$ cat src/rtl/rom_read_arbiter.sv
// Two-port round-robin arbiter in front of a synchronous ROM with ROM_LAT cycles of read latency.
// One read is in flight at a time; the winning port gets a gnt pulse and later an rvalid pulse.
module rom_read_arbiter #(
    parameter int AW      = 4,
    parameter int DW      = 8,
    parameter int ROM_LAT = 1
) (
    input  logic          clk,
    input  logic          rst_n,
    input  logic          req0,
    input  logic [AW-1:0] addr0,
    output logic          gnt0,
    output logic          rvalid0,
    output logic [DW-1:0] rdata0,
    input  logic          req1,
    input  logic [AW-1:0] addr1,
    output logic          gnt1,
    output logic          rvalid1,
    output logic [DW-1:0] rdata1,
    output logic          rom_read,
    output logic [AW-1:0] rom_addr,
    input  logic [DW-1:0] rom_data,
    output logic          busy,
    output logic [1:0]    state_dbg
);

    // Handshake: a requester holds reqN/addrN until it sees the one-cycle gntN pulse, then drops
    // reqN; requests are only sampled in IDLE. rvalidN pulses once with rdataN, which then holds.

    localparam int CW = (ROM_LAT > 1) ? $clog2(ROM_LAT) : 1;

    typedef enum logic [1:0] {IDLE, ISSUE, WAIT, RESP} state_t;

    state_t        state;
    logic          sel;
    logic          last_grant;
    logic [CW-1:0] cnt;
    logic          win;

    // On a tie the port that did not win last time goes next.
    assign win       = (req0 && req1) ? ~last_grant : req1;
    assign state_dbg = state;

    always_ff @(posedge clk or negedge rst_n) begin
        if (!rst_n) begin
            state      <= IDLE;
            sel        <= 1'b0;
            last_grant <= 1'b1;
            cnt        <= '0;
            gnt0       <= 1'b0;
            gnt1       <= 1'b0;
            rvalid0    <= 1'b0;
            rvalid1    <= 1'b0;
            rdata0     <= '0;
            rdata1     <= '0;
            rom_read   <= 1'b0;
            rom_addr   <= '0;
            busy       <= 1'b0;
        end else begin
            case (state)
                IDLE: begin
                    if (req0 || req1) begin
                        state    <= ISSUE;
                        sel      <= win;
                        gnt0     <= ~win;
                        gnt1     <= win;
                        rom_read <= 1'b1;
                        rom_addr <= win ? addr1 : addr0;
                        busy     <= 1'b1;
                    end
                end
                ISSUE: begin
                    last_grant <= sel;
                    cnt        <= CW'(ROM_LAT - 1);
                    gnt0       <= 1'b0;
                    gnt1       <= 1'b0;
                    rom_read   <= 1'b0;
                    state      <= WAIT;
                end
                WAIT: begin
                    if (cnt == '0) begin
                        state <= RESP;
                        if (sel) begin
                            rdata1  <= rom_data;
                            rvalid1 <= 1'b1;
                        end else begin
                            rdata0  <= rom_data;
                            rvalid0 <= 1'b1;
                        end
                    end else begin
                        cnt <= cnt - 1'b1;
                    end
                end
                RESP: begin
                    rvalid0 <= 1'b0;
                    rvalid1 <= 1'b0;
                    busy    <= 1'b0;
                    state   <= IDLE;
                end
                default: state <= IDLE;
            endcase
        end
    end

endmodule

$ cat config.mk
export PLATFORM = sky130hd
export DESIGN_NAME = rom_read_arbiter
export DESIGN_NICKNAME = d
export VERILOG_FILES = /design/src/rtl/rom_read_arbiter.sv
export SDC_FILE = /design/constraint.sdc
export NUM_CORES = 1
export LEC_CHECK = 0
export ABC_AREA = 1
export CAP_MARGIN = 0
export CORE_ASPECT_RATIO = 0.75
export CORE_MARGIN = 2
export CORE_UTILIZATION = 48
export DETAILED_ROUTE_END_ITERATION = 12
export PLACE_DENSITY = 0.84
export REMOVE_ABC_BUFFERS = 1
export SETUP_SLACK_MARGIN = 0.05
export SLEW_MARGIN = 20
export SYNTH_ARGS = -nofsm -noshare
export SYNTH_HDL_FRONTEND = slang
export SYNTH_SLANG_ARGS = --single-unit
$ cat constraint.sdc
create_clock -name clk -period 3.79 [get_ports clk]
set_input_delay 0.758 -clock clk [delete_from_list [all_inputs] [get_ports clk]]
set_output_delay 0.758 -clock clk [all_outputs]
set_load 0.01 [all_outputs]
==> flow_summary.toml, run 1 <==
[finish]
drive_gt1_share_pct = 8.25
final_nets = 232
fill_cells = 218
syn_to_final_growth_pct = 41.4
antennaDiodeCount = 0
instances_no_fill = 242
final_util_pct = 72.8

[clock_network]
clk_pin_slew_ns = 0.06
h-tree-depth = 2
cts_buffers = 5
cts_tree = "yes"
clk_latency_ns = 0.29
clockBufferDepth = 2
cts-resized-gates = 0
post_cts_buffers = 0
cts_root_buf = "clkbuf_8"
numClockSinks = 30
cts_hold_buf = 0

[yosys]
synth_flop_cell = "dfrtp_1"
ys_types = 16
synthTopCellsByCount = "nand2_1, dfrtp_1, inv_1"
yosysSeqAreaShare_pct = 54.4
synth.most_common_cell = "nand2_1"
ys_seq_elements = 30
yosysWarnings = 0
synth_area_leaders = "dfrtp_1, nand2_1, o21ai_1, inv_1, ha_1"
synth_edf_count = 0
syn-cell-area_sq_um = 1380
synthCells = 154
netlist.area_leader.share_pct = 52.5
synth_area_per_cell_sq_um = 8.97
synthArstFlopShare_pct = 100
synth_top_area_cell = "dfrtp_1"

[power_and_ir_drop]
power_density_nw_per_um2 = 834
power.leakage_uw = 0.000986
ir_drop_v = 0.000415

[die]
core_sq_um = 2680
dieArea_sq_um = 3330
die_h_um = 50.5
die_w_um = 65.9
start_util_pct = 51.5
io_pins = 48
rows = 16

[timing]
worst_slew_pin_slew_ns = 0.458
max_freq_mhz = 490
hold_viol = 0
setup_viol = 0
post-route-period-util_pct = 53.8
fin_skew_ns = 0.00582
slew_violations = 0
tns_ns = 0
rsz0062_at_grt = "false"
period_minus_slack_ns = 2.04
slew_headroom_pct = 69.4

[critical_path]
cp_slowest_cell = "clkdlybuf4s50_1"
startpoint_type = "flop"
crit_required_ns = 3.03
ff2ff_path_depth = 6
critPathMaxStageDelay_ns = 0.57
end_kind = "output port"
arrival_ns = 1.28
r2r_start = "state_dbg[0]"
path_cells = "clkdlybuf4s50_1"
r2r-end = "rom_addr[0]"
path_max_fanout = 5
crit_start = "state_dbg[1]"
cp_top_family = "buffers and inverters"
crit_type = "reg -> out"
path_buf_inv = 1
rrSetupSlack_ns = 2.37

[hold_path]
min_to = "rom_addr[1]"
holdPathStages = 2
min_from = "rom_addr[1]"
hold_path.class = "reg -> reg"

[detailed_routing]
drt_iter0_markers = 71
via_count = 1159
wl_um = 3150
vias_per_cell = 4.79
first_pass_iters = 4
post_drt_wl_per_cell_um = 13.0
route.detailed.drc = 0
final_antenna_net_count = 0

[place]
place.gp.congestion = 0.882
dp.final_hpwl_um = 2350
place_inst = 235
portBuffers = 47

[grt]
antenna_found_initial = 0
grt_pass1_wl_um = 5350
grt_pass1_vias = 1134
grt_usage_pct = 22.5
grt_overflow = 0
grt_max_degree = 31

[outcome]
status = "finished clean"

[job]
cap_violations = 0
==> metrics by stage <==
stage	hold slack [ns]	instance area (sq um)	setup WS [ns]	power, uW
floorplan	0.462	1350	2.53	974
global placement	0.474	1880	1.78	1350
detailed placement	0.477	1880	1.66	1390
CTS	0.491	1950	1.75	1640
global route	0.504	1950	1.69	1750
finish	0.485	1950	1.75	1630
==> sequential cells by signal, indices dropped and copies added (netlist names), 2 cells and up <==
signal	count
rdata0	8
rdata1	8
rom_addr	4
state_dbg	2
==> routing by layer <==
| metal | vias to the layer above | wire (um) | GRT usage [%] | part of all wire, % |
|---|---|---|---|---|
| li1 | 583 | - | - | - |
| met1 | 541 | 1380 | 27.4 | 44 |
| met2 | 27 | 1550 | 34.7 | 49 |
| met3 | 8 | 153 | 9.87 | 4.9 |
| met4 | 0 | 63 | 10.2 | 2.0 |
| met5 | - | 0 | 0 | 0 |
==> worst reg2reg max path, stage by stage, from the launching register on <==
cell	delay [ns]
dfrtp_1	0.42
inv_1	0.17
ha_1	0.31
inv_2	0.09
nor2_4	0.18
nand3_1	0.11
nand2_1	0.07
==> cell type report <==
cell class / count / area, sq um / share of cell area [%]
repair buffers: 48 / 478 / 24.5
well taps: 36 / 45.0 / 2.31
inverters: 27 / 101 / 5.19
clock buffers: 7 / 76.3 / 3.91
flip-flops and latches: 30 / 752 / 38.5
multi-input cells: 94 / 500 / 25.6
==> report_power, final <==
group	total (uW)	internal [uW]	switching [uW]
Combinational	806	402	404
Sequential	585	483	102
Clock	237	126	111
==> how the worst max path moves through the flow <==
stage,to,slack [ns],depth (start not counted)
6_report,state_dbg[1],1.75,1
5_1_grt,state_dbg[1],1.69,1
4_1_cts,state_dbg[1],1.75,1
3_5_place_dp,busy,1.66,5
3_3_place_gp,busy,1.78,5
2_1_floorplan,rom_addr[0],2.53,6
==> placed cells by master, fill, tap and decap left out <==
cell | netlist | layout
clkdlybuf4s50_1 | 0 | 47
nand2_1 | 45 | 45
dfrtp_1 | 29 | 29
inv_1 | 25 | 25
o21ai_1 | 20 | 20
nand3_1 | 12 | 12
ha_1 | 6 | 6
clkbuf_8 | 0 | 5
nand2_2 | 3 | 3
inv_2 | 2 | 2
o21ai_0 | 2 | 2
nor2_4 | 2 | 2
nand2_4 | 2 | 2
clkbuf_1 | 0 | 2
o21ai_4 | 1 | 1
nand4_1 | 1 | 1
dfstp_2 | 1 | 1
buf_4 | 0 | 1
==> logic make-up (layout without fill, tap and decap cells) <==
family / after synthesis / in the layout / synth area share [%]
simple gates: 65 / 65 / 21.6
compound gates: 23 / 23 / 9.15
flops: 30 / 30 / 54.4
buf+inv: 30 / 82 / 9.33
fa+ha+maj: 6 / 6 / 5.43
Power figures use the tool's default switching activity.
==> run 2, diff against run 1 <==
--- a/config.mk
+++ b/config.mk
@@ -9,9 +9,9 @@
 export CAP_MARGIN = 0
 export CORE_ASPECT_RATIO = 0.75
 export CORE_MARGIN = 2
-export CORE_UTILIZATION = 48
+export CORE_UTILIZATION = 40
 export DETAILED_ROUTE_END_ITERATION = 12
-export PLACE_DENSITY = 0.84
+export PLACE_DENSITY = 0.75
 export REMOVE_ABC_BUFFERS = 1
 export SETUP_SLACK_MARGIN = 0.05
 export SLEW_MARGIN = 20
==> constraint.sdc (replaced) <==
create_clock -name clk -period 1.7 [get_ports clk]
set_input_delay 0.34 -clock clk [delete_from_list [all_inputs] [get_ports clk]]
set_output_delay 0.34 -clock clk [all_outputs]
set_load 0.01 [all_outputs]
==> flow_summary.toml, run 2 (synthesis gave the netlist of run 1 again) <==
[detailed_routing]
route.detailed.drc = 0
via_count = 1131
final_antenna_net_count = 0
vias_per_cell = 4.54
first_pass_iters = 4
post_drt_wl_per_cell_um = 11.3
drt_iter0_markers = 23
wl_um = 2810

[timing]
slew_violations = 0
fin_skew_ns = 0.00446
tns_ns = 0
post-route-period-util_pct = 92.6
slew_headroom_pct = 75.8
period_minus_slack_ns = 1.57
worst_slew_pin_slew_ns = 0.362
hold_viol = 0
max_freq_mhz = 635
rsz0062_at_grt = "false"
setup_viol = 0

[critical_path]
path_buf_inv = 1
crit_required_ns = 1.36
ff2ff_path_depth = 7
arrival_ns = 1.23
cp_top_family = "buffers and inverters"
cp_slowest_cell = "clkdlybuf4s50_1"
r2r_start = "state_dbg[1]"
r2r-end = "rom_addr[1]"
end_kind = "output port"
path_cells = "clkdlybuf4s50_1"
critPathMaxStageDelay_ns = 0.55
path_max_fanout = 4
startpoint_type = "flop"
rrSetupSlack_ns = 0.25
crit_type = "reg -> out"

[die]
die_w_um = 71.9
io_pins = 48
dieArea_sq_um = 3940
core_sq_um = 3290
rows = 18
start_util_pct = 42.0
die_h_um = 54.9

[grt]
grt_overflow = 0
antenna_found_initial = 0
grt_max_degree = 31
grt_usage_pct = 16.2
grt_pass1_vias = 1037
grt_pass1_wl_um = 4670

[power_and_ir_drop]
ir_drop_v = 0.000769
finalPower_uw = 3640
power_density_nw_per_um2 = 1830
power.leakage_uw = 0.00101

[clock_network]
clk_pin_slew_ns = 0.06
h-tree-depth = 2
numClockSinks = 30
cts_hold_buf = 0
clk_latency_ns = 0.28
cts_root_buf = "clkbuf_8"
cts_buffers = 5
clockBufferDepth = 2
cts_tree = "yes"

[finish]
syn_to_final_growth_pct = 43.9
final_nets = 234
drive_gt1_share_pct = 10.0
most-common-layout-cells = "clkdlybuf4s50_1, nand2_1, dfrtp_1"
final_common_cell = "clkdlybuf4s50_1"
antennaDiodeCount = 0
largestRegisters = "rdata0 x8, rdata1 x8, rom_addr x4"

[job]
cap_violations = 0

[place]
place.gp.congestion = 0.712
portBuffers = 47
dp.final_hpwl_um = 2060

[hold_path]
hold_path.class = "in -> async"

[outcome]
status = "finished clean"
## run 2: cell types whose count changed in the layout (fill, tap and decap cells not counted)
cell / delta
clkinv_2: +1
clkbuf_1: -1
clkbuf_8: +1
buf_4: +2
## run 2: worst max-delay path by stage
| stage | from | end | slack (ns) | cells after the start |
|---|---|---|---|---|
| after CTS | state_dbg[1] | state_dbg[1] | 0.07 | 1 |
| after floorplan | state_dbg[0] | rom_addr[0] | 0.44 | 6 |
| after global routing | state_dbg[0] | state_dbg[0] | 0.08 | 1 |
| after global placement | req0 | busy | 0.21 | 5 |
| after detailed placement | req0 | busy | 0.19 | 5 |
| final | state_dbg[0] | state_dbg[0] | 0.13 | 1 |
## run 2: routing by layer
| metal | part of all wire (%) | track usage [%] | routed length, um |
|---|---|---|---|
| met1 | 48 | 20.6 | 1360 |
| met5 | 0 | 0 | 0 |
| met4 | 0.60 | 4.72 | 17 |
| met2 | 44 | 25.0 | 1240 |
| met3 | 7.1 | 7.61 | 200 |
## run 2: what timing repair did
| item | CTS | global route |
|---|---|---|
| setup endpoints to repair | 0 | 1 |
| buffers inserted | 0 | 1 |
| gates resized for setup | 0 | 0 |
## run 2: layout make-up
cell class / count / area (sq um)
clock buffers: 7 / 86.3
clock inverters: 1 / 5.00
repair buffers: 50 / 493
well taps: 40 / 50.0
multi-input cells: 94 / 500
inverters: 27 / 101
flip-flops and latches: 30 / 752
fillers: 297 / 1300
## run 2: per-stage QoR
stage	cell area, sq um	hold WS (ns)	setup WS, ns	util (%)	instances
after global placement	1890	0.472	0.208	57.5	240
after detailed placement	1890	0.474	0.194	57.5	240
final	1990	0.436	0.126	60.5	249
after global routing	1990	0.479	0.0762	60.5	249
after floorplan	1350	0.0444	0.445	-	151
after CTS	1980	0.448	0.0703	60.2	248
## run 2: where the power goes
part	total, uW	internal, uW	switching [uW]
Clock	584	326	259
Combinational	1770	911	858
Sequential	1290	1080	209
Total	3640	2310	1330
==> run 3, diff against run 2 <==
--- a/config.mk
+++ b/config.mk
@@ -6,6 +6,7 @@
 export NUM_CORES = 1
 export LEC_CHECK = 0
 export ABC_AREA = 1
+export ABC_CLOCK_PERIOD_IN_PS = 1700
 export CAP_MARGIN = 0
 export CORE_ASPECT_RATIO = 0.75
 export CORE_MARGIN = 2
==> results of run 3 <==
Same layout as run 2: the final DEF is identical, and so are final timing and power.
